<file path="src/rtl/regs_dump_if.sv">
// ---------------------------------------------------------------------------
// regs_dump_if
// Bundles the register-file write port, the two read ports, the two
// observation taps and the debug dump stream into one interface.
//   Parameters : N (data width), A (address width)
//   master     : the datapath/debug side. It drives we/waddr/wdata,
//                raddr1/raddr2, dump_start and dump_ready.
//   slave      : the register file. It drives rdata1/rdata2, tap0/tap1,
//                dump_busy, dump_valid, dump_addr, dump_data and dump_last.
// ---------------------------------------------------------------------------
interface regs_dump_if #(
    parameter int N = 8,
    parameter int A = 3
);
    // write port
    logic                we;
    logic [A-1:0]        waddr;
    logic [N-1:0]        wdata;
    // read ports and taps
    logic [A-1:0]        raddr1;
    logic [A-1:0]        raddr2;
    logic signed [N-1:0] rdata1;
    logic signed [N-1:0] rdata2;
    logic signed [N-1:0] tap0;
    logic signed [N-1:0] tap1;
    // dump stream
    logic                dump_start;
    logic                dump_busy;
    logic                dump_valid;
    logic                dump_ready;
    logic [A-1:0]        dump_addr;
    logic [N-1:0]        dump_data;
    logic                dump_last;

    modport master (
        output we, waddr, wdata, raddr1, raddr2, dump_start, dump_ready,
        input  rdata1, rdata2, tap0, tap1,
               dump_busy, dump_valid, dump_addr, dump_data, dump_last
    );

    modport slave (
        input  we, waddr, wdata, raddr1, raddr2, dump_start, dump_ready,
        output rdata1, rdata2, tap0, tap1,
               dump_busy, dump_valid, dump_addr, dump_data, dump_last
    );
endinterface

</file>
<file path="src/rtl/regs_dump.sv">
// ---------------------------------------------------------------------------
// regs_dump
// This is a parametrised picoMIPS register file. It has 2**A entries of N
// bits, and entry 0 is hard-wired to zero. It provides one write port and two
// combinational read ports. Two fixed taps show registers TAP0 and TAP1.
// A debug dump port streams registers 1..2**A-1 out over valid/ready. Each
// word is a snapshot of the register, taken on the edge that captures it.
//
// Ports:
//   clk    : single clock; all state changes on its rising edge
//   reset  : synchronous, active-high; clears every register and the dump FSM
//   bus    : regs_dump_if.slave (the write, read, tap and dump signals)
//
// Build option:
//   REGS_BYPASS_EN : when this is defined, a write in progress (we=1,
//                    waddr!=0) is forwarded in the same cycle. It reaches
//                    reads, taps and a dump capture at the same index. When
//                    it is undefined, these see the old value until the next
//                    cycle.
// ---------------------------------------------------------------------------
module regs_dump #(
    parameter int N    = 8,
    parameter int A    = 3,
    parameter int TAP0 = 3,
    parameter int TAP1 = 5
) (
    input  logic        clk,
    input  logic        reset,
    regs_dump_if.slave  bus
);

    localparam int           DEPTH    = 1 << A;
    localparam logic [A-1:0] FIRST    = A'(1);
    localparam logic [A-1:0] LAST     = A'(DEPTH - 1);
    localparam logic [A-1:0] TAP0_IDX = A'(TAP0);
    localparam logic [A-1:0] TAP1_IDX = A'(TAP1);

    typedef enum logic {
        IDLE = 1'b0,
        SEND = 1'b1
    } state_t;

    logic signed [N-1:0] regs [DEPTH];

    state_t              state_q, state_d;
    logic [A-1:0]        addr_q,  addr_d;
    logic signed [N-1:0] data_q,  data_d;

    // This function is the single read path. The read ports, the taps and
    // the dump capture all use it, so every reader sees the same forwarding
    // behaviour.
    function automatic logic signed [N-1:0] read_reg(input logic [A-1:0] addr);
        logic signed [N-1:0] val;
        if (addr == '0) begin
            val = '0;
        end else begin
            val = regs[addr];
`ifdef REGS_BYPASS_EN
            if (bus.we && (bus.waddr == addr))
                val = bus.wdata;
`endif
        end
        return val;
    endfunction

    // Register array. Entry 0 is never written, so it keeps its reset value
    // of 0.
    always_ff @(posedge clk) begin
        if (reset) begin
            for (int i = 0; i < DEPTH; i++)
                regs[i] <= '0;
        end else if (bus.we && (bus.waddr != '0)) begin
            regs[bus.waddr] <= bus.wdata;
        end
    end

    assign bus.rdata1 = read_reg(bus.raddr1);
    assign bus.rdata2 = read_reg(bus.raddr2);
    assign bus.tap0   = read_reg(TAP0_IDX);
    assign bus.tap1   = read_reg(TAP1_IDX);

    // Dump FSM state register
    always_ff @(posedge clk) begin
        if (reset) begin
            state_q <= IDLE;
            addr_q  <= '0;
            data_q  <= '0;
        end else begin
            state_q <= state_d;
            addr_q  <= addr_d;
            data_q  <= data_d;
        end
    end

    // Dump FSM next state. In IDLE, addr/data are returned to 0, so the
    // dump outputs read 0 whenever no dump is in progress.
    always_comb begin
        state_d = state_q;
        addr_d  = addr_q;
        data_d  = data_q;
        unique case (state_q)
            IDLE: begin
                if (bus.dump_start) begin
                    state_d = SEND;
                    addr_d  = FIRST;
                    data_d  = read_reg(FIRST);
                end
            end
            SEND: begin
                if (bus.dump_ready) begin
                    if (addr_q == LAST) begin
                        state_d = IDLE;
                        addr_d  = '0;
                        data_d  = '0;
                    end else begin
                        addr_d  = addr_q + FIRST;
                        data_d  = read_reg(addr_q + FIRST);
                    end
                end
            end
            default: begin
                state_d = IDLE;
                addr_d  = '0;
                data_d  = '0;
            end
        endcase
    end

    assign bus.dump_busy  = (state_q == SEND);
    assign bus.dump_valid = (state_q == SEND);
    assign bus.dump_addr  = addr_q;
    assign bus.dump_data  = data_q;
    assign bus.dump_last  = (state_q == SEND) && (addr_q == LAST);

endmodule

</file>
<file path="src/flat_wrapper.sv">
// flat-port wrapper written by rule: the top's interface ports become plain ports
module regs_dump_flat 
#(
    parameter int N    = 8,
    parameter int A    = 3,
    parameter int TAP0 = 3,
    parameter int TAP1 = 5
)
  (clk, reset, bus_we, bus_waddr, bus_wdata, bus_raddr1, bus_raddr2, bus_dump_start, bus_dump_ready, bus_rdata1, bus_rdata2, bus_tap0, bus_tap1, bus_dump_busy, bus_dump_valid, bus_dump_addr, bus_dump_data, bus_dump_last);
  regs_dump_if #(.N(N), .A(A)) bus_i ();
  input  logic clk;
  input  logic reset;
  input wire logic [$bits(bus_i.we)-1:0] bus_we;
  input wire logic [$bits(bus_i.waddr)-1:0] bus_waddr;
  input wire logic [$bits(bus_i.wdata)-1:0] bus_wdata;
  input wire logic [$bits(bus_i.raddr1)-1:0] bus_raddr1;
  input wire logic [$bits(bus_i.raddr2)-1:0] bus_raddr2;
  input wire logic [$bits(bus_i.dump_start)-1:0] bus_dump_start;
  input wire logic [$bits(bus_i.dump_ready)-1:0] bus_dump_ready;
  output wire logic [$bits(bus_i.rdata1)-1:0] bus_rdata1;
  output wire logic [$bits(bus_i.rdata2)-1:0] bus_rdata2;
  output wire logic [$bits(bus_i.tap0)-1:0] bus_tap0;
  output wire logic [$bits(bus_i.tap1)-1:0] bus_tap1;
  output wire logic [$bits(bus_i.dump_busy)-1:0] bus_dump_busy;
  output wire logic [$bits(bus_i.dump_valid)-1:0] bus_dump_valid;
  output wire logic [$bits(bus_i.dump_addr)-1:0] bus_dump_addr;
  output wire logic [$bits(bus_i.dump_data)-1:0] bus_dump_data;
  output wire logic [$bits(bus_i.dump_last)-1:0] bus_dump_last;
  assign bus_i.we = bus_we;
  assign bus_i.waddr = bus_waddr;
  assign bus_i.wdata = bus_wdata;
  assign bus_i.raddr1 = bus_raddr1;
  assign bus_i.raddr2 = bus_raddr2;
  assign bus_i.dump_start = bus_dump_start;
  assign bus_i.dump_ready = bus_dump_ready;
  assign bus_rdata1 = bus_i.rdata1;
  assign bus_rdata2 = bus_i.rdata2;
  assign bus_tap0 = bus_i.tap0;
  assign bus_tap1 = bus_i.tap1;
  assign bus_dump_busy = bus_i.dump_busy;
  assign bus_dump_valid = bus_i.dump_valid;
  assign bus_dump_addr = bus_i.dump_addr;
  assign bus_dump_data = bus_i.dump_data;
  assign bus_dump_last = bus_i.dump_last;
  regs_dump #(.N(N), .A(A), .TAP0(TAP0), .TAP1(TAP1)) u_core (.clk(clk), .reset(reset), .bus(bus_i));
endmodule
</file>
<file path="config.mk">
export PLATFORM = sky130hd
export DESIGN_NAME = regs_dump_flat
export DESIGN_NICKNAME = d
export VERILOG_FILES = /design/src/rtl/regs_dump_if.sv /design/src/rtl/regs_dump.sv /design/src/flat_wrapper.sv
export SDC_FILE = /design/constraint.sdc
export NUM_CORES = 1
export LEC_CHECK = 0
export BUFFER_PORTS_ARGS = -buffer_cell sky130_fd_sc_hd__buf_2
export CORE_UTILIZATION = 60
export CTS_BUF_LIST = sky130_fd_sc_hd__clkbuf_4
export DETAILED_ROUTE_END_ITERATION = 16
export GPL_TIMING_DRIVEN = 0
export PLACE_DENSITY = 0.79
export SLEW_MARGIN = 10
export SYNTH_ARGS = -nofsm -noshare
export SYNTH_HDL_FRONTEND = slang
export SYNTH_SLANG_ARGS = --single-unit
</file>
<file path="constraint.sdc">
create_clock -name clk -period 2.58 [get_ports clk]
set_clock_uncertainty 0.15 [all_clocks]
set_input_delay 0.258 -clock clk [delete_from_list [all_inputs] [get_ports clk]]
set_output_delay 0.258 -clock clk [all_outputs]
set_load 0.02 [all_outputs]
</file>
==> impl_metrics.yaml, run 1 <==
logic_synthesis:
  yosysWarnings: 0
  synth_seq_area_share_pct: 45.7
  syn_inst: 399
  syn_area_sq_mm: 0.00473
  ys_types: 40
  synth_seq_cells: 76
  post_synth.cell_area_avg_sq_um: 11.8
global_routing:
  antenna_found_initial: 0
  grt_pass1_wl_mm: 19.1
  gr-total-overflow: 0
  grt_start_max_net_pins: 16
  grt_use_total_pct: 32.0
  grt_pass1_vias: 3361
critical_path:
  worst_ep_arrival_time_ns: 1.92
  cp_max_fo: 10
  cp_data_required_time_ns: 2.17
  r2r_setup_slack_ns: 0.39
  worst_setup_path_end_kind: "output pin"
  r2r-start: "u_core.bus.dump_addr[1]"
  reg2regPathDepth: 8
  start_kind: "input pin"
  critical_path_class: "in -> out"
  timing.rr.end: "u_core.bus.dump_data[3]"
clock_network:
  cts_buffers: 9
  htree_levels: 3
  clk_latency_ns: 0.44
  root_buffer: "clkbuf_4"
  cts_tree: "done"
  post_cts_buffers: 0
  clk_path_buf_depth: 2
  cts_resized: 0
  clock_sinks: 76
  clk_pin_slew_ns: 0.13
route:
  vias: 3731
  drt_iter0_markers: 540
  dr.pass1.iters: 5
  drtAntennaViolNets: 0
  routed_wl_mm: 12.6
  post_drt_wl_per_cell_um: 21.4
  drc_errors: 0
  via_per_inst: 6.33
power:
  ir_drop_mv: 0.334
  powerDensity_mw_per_mm2: 543
  finalPower_mw: 2.91
  p_leak_nw: 2.06
sta:
  slew_viol_final: 0
  finalCritPeriodShare_pct: 90.1
  finalHoldViolCount: 0
  min_period_ns: 2.33
  relSlewSlack_pct: 45.5
  tns_ns: 0
  tightest_slew_ns: 0.817
  setup_slack_ns: 0.254
  fmax_mhz: 430
  rsz0062_at_grt: "false"
  setup-violations-final: 0
place:
  placed_area_sq_mm: 0.00520
  place_congestion: 0.951
  pre_cts_slack_ns: 0.330
  port_buffers: 63
  post-place-cells: 571
  post-dp-hpwl_mm: 9.30
floorplan:
  core_area_sq_mm: 0.00769
  dieArea_sq_mm: 0.00824
  pin_count: 68
  initial_core_util_pct: 61.5
  rows: 32
  dieHeight_um: 90.8
  die_x_um: 90.8
min_path:
  hold_depth: 2
  hold_end: "u_core.regs[5][5]"
  hp-start: "bus_wdata[5]"
  hold_class: "in -> reg"
finish:
  final.fill_count: 580
  fin_cells: 589
  fin_area_sq_mm: 0.00537
  n_antenna_cell: 0
  drive_gt1_share_pct: 28.1
  final_nets: 506
  syn_to_final_growth_pct: 13.5
outcome:
  status: "complete, no violations"
job:
  max-cap-violations: 0
==> worst max-delay path, cell delays in order <==
cell and delay [ns]:
buf_4 0.16, clkbuf_1 0.28, a21oi_1 0.72, a221oi_1 0.26, buf_2 0.23
==> sequential cells by signal, indices dropped and copies added, names as in the netlist <==
signal	count
u_core.bus.dump_addr	3
u_core.regs	64
u_core.bus.dump_busy	1
u_core.bus.dump_data	8
==> per-stage QoR <==
stage	utilization [%]	hold WS [ns]
floorplan	-	0.202
global placement	67.6	0.327
detailed placement	67.6	0.334
CTS	69.8	0.0361
global route	69.8	0.0259
finish	69.8	0.0396
==> final cells by class <==
type                            instances  area, sq um  area share [%]
Sequential cell                        76         2160            40.3
Clock inverter                          7         82.6            1.54
Clock buffer                            9         67.6            1.26
Buffer                                 30          244            4.55
Inverter                                2         7.51           0.140
Tap cell                              102          128            2.38
Timing Repair Buffer                   65          335            6.25
Multi-Input combinational cell        298         2340            43.6
==> where the power goes <==
group	total, mW	internal, mW	switching, mW
combinational	0.633	0.272	0.361
clock	0.771	0.309	0.462
sequential	1.51	1.42	0.0907
total	2.91	2.00	0.913
==> worst max path at each step <==
stage,startpoint,to,slack [ns],cells past startpoint
after global routing,bus_raddr1[0],bus_rdata1[4],0.20,5
after detailed placement,bus_raddr1[0],bus_rdata1[7],0.33,5
after global placement,bus_raddr1[0],bus_rdata1[7],0.30,5
final,bus_raddr1[0],bus_rdata1[4],0.25,5
after floorplan,u_core.bus.dump_addr[0],u_core.bus.dump_data[0],0.57,8
after CTS,u_core.regs[3][4],bus_rdata1[4],0.29,4
==> cell families after synthesis <==
family | Yosys count | synth area share (%)
DFF | 76 | 45.7
buffers and inverters | 32 | 5.32
AOI/OAI and AO/OA | 86 | 12.9
muxes | 56 | 18.8
and+or+nand+nor | 146 | 16.7
adders and majority gates | 2 | 0.529
other | 1 | 0.0793
==> cell usage in the layout (no fill, tap or decap), types with 9 or more instances in the layout <==
master / Yosys / layout
nor2_1: 33 / 33
mux4_2: 17 / 17
buf_2: 1 / 64
a221oi_1: 16 / 16
nand2_1: 18 / 18
nor2b_1: 16 / 16
clkbuf_4: 1 / 10
dfxtp_1: 12 / 12
and2_1: 58 / 58
mux2i_1: 32 / 32
edfxtp_1: 64 / 64
o21ai_0: 40 / 40
or2_2: 9 / 9
==> timing repair <==
item,4_1_cts,5_1_grt
hold buffers,2,0
endpoints found under the hold margin,3,0
setup endpoints to repair,0,0
==> cells in the mapped netlist <==
library cell	count	area [sq um]
edfxtp_1	64	1920
and2_1	58	363
o21ai_0	40	200
nor2_1	33	124
mux2i_1	32	320
nand2_1	18	67.6
mux4_2	17	383
a221oi_1	16	140
nor2b_1	16	100
dfxtp_1	12	240
or2_2	9	56.3
a211oi_1	8	60.1
a22oi_2	8	100
buf_6	8	90.1
buf_4	7	52.6
clkbuf_1	7	26.3
mux4_1	7	184
o211ai_1	7	52.6
a21oi_1	3	15.0
nand2b_1	3	18.8
and2b_1	2	15.0
buf_1	2	7.51
buf_12	2	40.0
ha_1	2	25.0
inv_1	2	7.51
nand3_1	2	10.0
a211oi_2	1	12.5
a311oi_1	1	8.76
a31oi_1	1	6.26
buf_2	1	5.00
clkbuf_2	1	5.00
clkbuf_4	1	7.51
clkdlybuf4s15_1	1	10.0
conb_1	1	3.75
nand2_2	1	6.26
nand3b_1	1	7.51
nor3_1	1	5.00
nor3b_1	1	7.51
o211ai_2	1	12.5
or3b_2	1	8.76
==> routing by layer <==
| metal | part of all wire (%) | vias to the layer above | track usage (%) |
|---|---|---|---|
| li1 | - | 1666 | - |
| met1 | 42 | 1799 | 47.1 |
| met2 | 47 | 242 | 49.1 |
| met3 | 8.8 | 24 | 5.22 |
| met4 | 2.3 | 0 | 9.41 |
| met5 | 0 | - | 0 |
No activity file was read; power rests on OpenSTA's default activity.
==> run 2, diff against run 1 <==
--- a/config.mk
+++ b/config.mk
@@ -10,6 +10,7 @@
 export CTS_BUF_LIST = sky130_fd_sc_hd__clkbuf_4
 export DETAILED_ROUTE_END_ITERATION = 16
 export GPL_TIMING_DRIVEN = 0
+export MAX_ROUTING_LAYER = met4
 export PLACE_DENSITY = 0.79
 export SLEW_MARGIN = 10
 export SYNTH_ARGS = -nofsm -noshare
==> impl_metrics.yaml, run 2 (same netlist as run 1, synthesis figures left out) <==
sta:
  slew_viol_final: 0
  fmax_mhz: 427
  finalHoldViolCount: 0
  tightest_slew_ns: 0.817
  holdWs_ns: 0.0571
  min_period_ns: 2.34
  finalCritPeriodShare_pct: 90.8
  setup-violations-final: 0
  relSlewSlack_pct: 45.6
  setup_slack_ns: 0.238
  rsz0062_at_grt: "false"
  tns_ns: 0
route:
  vias: 3795
  dr.pass1.iters: 6
  drt_iter0_markers: 552
  via_per_inst: 6.44
  routed_wl_mm: 13.2
  drc_errors: 0
  drtAntennaViolNets: 0
  post_drt_wl_per_cell_um: 22.4
finish:
  final.fill_count: 620
  postLayoutCoreUtil_pct: 69.5
  final_nets: 506
  drive_gt1_share_pct: 28.1
  final_cell_mix: "buf_2 (64), edfxtp_1 (64), and2_1 (58)"
  fin_cells: 589
  largest_reg_flops: 64
  fin_area_sq_mm: 0.00534
  regMostFlops: "u_core.regs"
  multiInputGateArea_sq_mm: 0.00234
  ff_latch_area_sq_mm: 0.00216
  syn_to_final_growth_pct: 13.0
  n_antenna_cell: 0
global_routing:
  grt_use_total_pct: 34.2
  grt_pass1_wl_mm: 20.0
  antenna_found_initial: 0
  grt_pass1_vias: 3445
  grt_start_max_net_pins: 16
  gr-total-overflow: 0
critical_path:
  crit_buf_inv: 3
  r2r-start: "u_core.bus.dump_addr[0]"
  crit_chain: "buf_4 > clkbuf_1 > a21oi_1 > a221oi_1 > buf_2"
  worst_ep_arrival_time_ns: 1.93
  worst_setup_path_end_kind: "output pin"
  cp_top_family: "buffers and inverters"
  r2r_setup_slack_ns: 0.25
  critPathSlowestCell: "a221oi_1"
  slowest_delay_ns: 0.48
  critical_path_class: "in -> out"
  cp_max_fo: 10
  reg2regPathDepth: 8
  cp_data_required_time_ns: 2.17
  start_kind: "input pin"
  timing.rr.end: "u_core.bus.dump_data[3]"
floorplan:
  dieHeight_um: 90.8
  dieArea_sq_mm: 0.00824
  rows: 32
  initial_core_util_pct: 61.5
  die_x_um: 90.8
  pin_count: 68
  core_area_sq_mm: 0.00769
outcome:
  status: "complete, no violations"
place:
  pre_cts_slack_ns: 0.284
  post-place-cells: 571
  post-dp-hpwl_mm: 9.74
  placed_area_sq_mm: 0.00520
  port_buffers: 63
  place_congestion: 0.951
clock_network:
  cts_tree: "done"
  hold_buffers: 2
  root_buffer: "clkbuf_4"
  cts_resized: 0
  clock_sinks: 76
  cts_buffers: 9
  post_cts_buffers: 0
  clk_path_buf_depth: 2
  htree_levels: 3
  clk_latency_ns: 0.42
  clk_pin_slew_ns: 0.15
min_path:
  hold_class: "in -> reg"
  hold_end: "u_core.regs[2][4]"
  hp-start: "bus_wdata[4]"
  hold_depth: 2
power:
  ir_drop_mv: 0.477
  p_leak_nw: 2.04
  powerDensity_mw_per_mm2: 527
  finalPower_mw: 2.81
job:
  max-cap-violations: 0
==> run 2: layer usage <==
| metal | wire [um] | GRT usage (%) | vias up |
|---|---|---|---|
| met3 | 1330 | 4.80 | 51 |
| met1 | 5250 | 47.3 | 1803 |
| met4 | 575 | 14.5 | 0 |
| met5 | 0 | - | - |
| met2 | 6060 | 51.1 | 268 |
| li1 | - | - | 1673 |
==> run 2: area by class of cell <==
class | count | share of cell area [%]
multi-input cells | 298 | 43.8
flip-flops and latches | 76 | 40.5
repair buffers | 65 | 6.28
inverters | 2 | 0.141
clock buffers | 9 | 1.27
well taps | 102 | 2.39
clock inverters | 7 | 1.05
plain buffers | 30 | 4.57
==> run 2: how the worst max path moves through the flow <==
stage,end,cells after the start,slack (ns),startpoint
after detailed placement,bus_rdata1[7],5,0.28,bus_raddr1[0]
after floorplan,u_core.bus.dump_data[0],8,0.57,u_core.bus.dump_addr[0]
after global placement,bus_rdata1[7],5,0.28,bus_raddr1[0]
after CTS,bus_rdata1[7],5,0.28,bus_raddr1[0]
final,bus_rdata1[7],5,0.24,bus_raddr1[0]
after global routing,u_core.bus.dump_data[3],8,0.15,u_core.bus.dump_addr[0]
==> run 2: power by group <==
part / switching [mW] / internal, mW
Combinational: 0.366 / 0.273
Clock: 0.453 / 0.207
Sequential: 0.0967 / 1.42
Total: 0.916 / 1.90
==> run 3, diff against run 2 <==
--- a/config.mk
+++ b/config.mk
@@ -12,6 +12,7 @@
 export GPL_TIMING_DRIVEN = 0
 export MAX_ROUTING_LAYER = met4
 export PLACE_DENSITY = 0.79
+export RECOVER_POWER = 50
 export SLEW_MARGIN = 10
 export SYNTH_ARGS = -nofsm -noshare
 export SYNTH_HDL_FRONTEND = slang
==> impl_metrics.yaml, run 3 (same netlist as run 1, synthesis figures left out) <==
finish:
  mostFrequentLayoutCell: "edfxtp_1"
  fin_area_sq_mm: 0.00533
  largest_reg_flops: 64
  final.fill_count: 625
  drive_gt1_share_pct: 25.5
  multiInputGateArea_sq_mm: 0.00234
  final_nets: 506
  final_cell_mix: "edfxtp_1 (64), buf_2 (54), o21ai_0 (40)"
  n_antenna_cell: 0
  regMostFlops: "u_core.regs"
  syn_to_final_growth_pct: 12.7
  ff_latch_area_sq_mm: 0.00216
global_routing:
  use_met3_pct: 4.80
  grt_start_max_net_pins: 16
  grt_pass1_wl_mm: 20.0
  grt-busiest-layer: "met2"
  grt_use_total_pct: 34.2
  met1_usage_pct: 47.3
  grt_util_met2_pct: 51.1
  grt_pass1_vias: 3445
  gr-total-overflow: 0
  antenna_found_initial: 0
critical_path:
  critical_path_class: "in -> out"
  r2r-start: "u_core.bus.dump_addr[0]"
  worst_ep_arrival_time_ns: 1.93
  crit_chain: "buf_4 > clkbuf_1 > a21oi_1 > a221oi_1 > buf_2"
  worst_setup_path_end_kind: "output pin"
  cp_data_required_time_ns: 2.17
  slowest_delay_ns: 0.47
  start_kind: "input pin"
  critPathLaunch: "bus_raddr1[0]"
  crit_buf_inv: 3
  critPathSlowestCell: "a221oi_1"
  cp_max_fo: 10
  cp_top_family: "buffers and inverters"
clock_network:
  clk_pin_slew_ns: 0.13
  root_buffer: "clkbuf_4"
  clock_sinks: 76
  htree_levels: 3
  cts_tree: "done"
  clk_latency_ns: 0.42
  cts_buffers: 9
  clk_path_buf_depth: 2
floorplan:
  core_area_sq_mm: 0.00769
  pin_count: 68
  rows: 32
  initial_core_util_pct: 61.5
  dieArea_sq_mm: 0.00824
  dieHeight_um: 90.8
  die_x_um: 90.8
power:
  powerDensity_mw_per_mm2: 527
  ir_drop_mv: 0.477
  seqPwrFrac_pct: 53.9
  switching_share_pct: 32.6
  p_sw_mw: 0.915
  p_leak_nw: 1.97
  comb_power_share_pct: 22.6
  p_clk_share_pct: 23.5
  p_int_mw: 1.89
outcome:
  status: "complete, no violations"
route:
  drtAntennaViolNets: 0
  drt_iter0_markers: 503
  drc_errors: 0
  dr.pass1.iters: 5
  via_per_inst: 6.40
  routed_wl_mm: 13.2
  post_drt_wl_per_cell_um: 22.3
  vias: 3768
sta:
  rsz0062_at_grt: "false"
  holdWs_ns: 0.0586
  tightest_slew_ns: 0.797
  finalCritPeriodShare_pct: 90.7
  finalHoldViolCount: 0
  slew_viol_final: 0
  min_period_ns: 2.34
  setup-violations-final: 0
  tns_ns: 0
  fmax_mhz: 427
  relSlewSlack_pct: 46.9
place:
  place_congestion: 0.951
  port_buffers: 63
  post-dp-hpwl_mm: 9.74
  placed_area_sq_mm: 0.00520
min_path:
  hold_class: "in -> reg"
  hp-start: "bus_wdata[2]"
job:
  max-cap-violations: 0
-- run 3: repair_timing --
action / CTS / global route
setup buffers: 0 / 0
hold endpoints to repair: 3 / 0
resized for setup: 0 / 0
hold buffers: 2 / 0
-- run 3: final timing paths --
check	depth (start not counted)	endpoint	slack [ns]
hold reg to reg	2	u_core.bus.dump_addr[2]	0.35
setup reg to reg	8	u_core.bus.dump_data[3]	0.25
hold / removal	2	u_core.regs[3][2]	0.06
setup / recovery	5	bus_rdata1[7]	0.24
-- run 3: per-layer routing --
layer	vias up	share of wire (%)	wire length, um
met1	1791	41	5360
met2	254	46	6040
li1	1673	-	-
met4	0	4.2	558
met5	-	0	0
met3	50	9.1	1200
-- run 3: cell type report --
class,count,area share (%)
buffer,30,4.58
clock buffer,9,1.27
clock inverter,7,1.06
inverter,2,0.141
multi-input combinational,298,43.9
sequential,76,40.6
tap,102,2.40
timing repair buffer,65,6.06
-- run 3: worst register-to-register path: stages, from the launching register on --
cell	delay, ns
dfxtp_1	0.36
ha_1	0.21
ha_1	0.28
buf_4	0.18
and2_1	0.16
buf_4	0.18
a22oi_2	0.21
o211ai_1	0.14
a211oi_1	0.34
-- run 3: power groups by stage --
| stage | clock, mW | sequential [mW] | combinational (mW) |
|---|---|---|---|
| 3_3_place_gp | 0 | 1.52 | 0.619 |
| 3_5_place_dp | 0 | 1.53 | 0.629 |
| 6_report | 0.659 | 1.51 | 0.635 |
| 5_1_grt | 0.717 | 1.52 | 0.675 |
| 4_1_cts | 0.666 | 1.50 | 0.633 |
| 2_1_floorplan | 0 | 1.53 | 0.409 |
-- run 3: stage by stage --
step                util [%]  power, mW  cells  setup slack [ns]
global placement        67.6       2.14    571             0.280
detailed placement      67.6       2.16    571             0.284
finish                  69.3       2.81    589             0.239
floorplan                  -       1.94    406             0.572
CTS                     69.5       2.80    589             0.282
global route            69.3       2.91    589             0.153
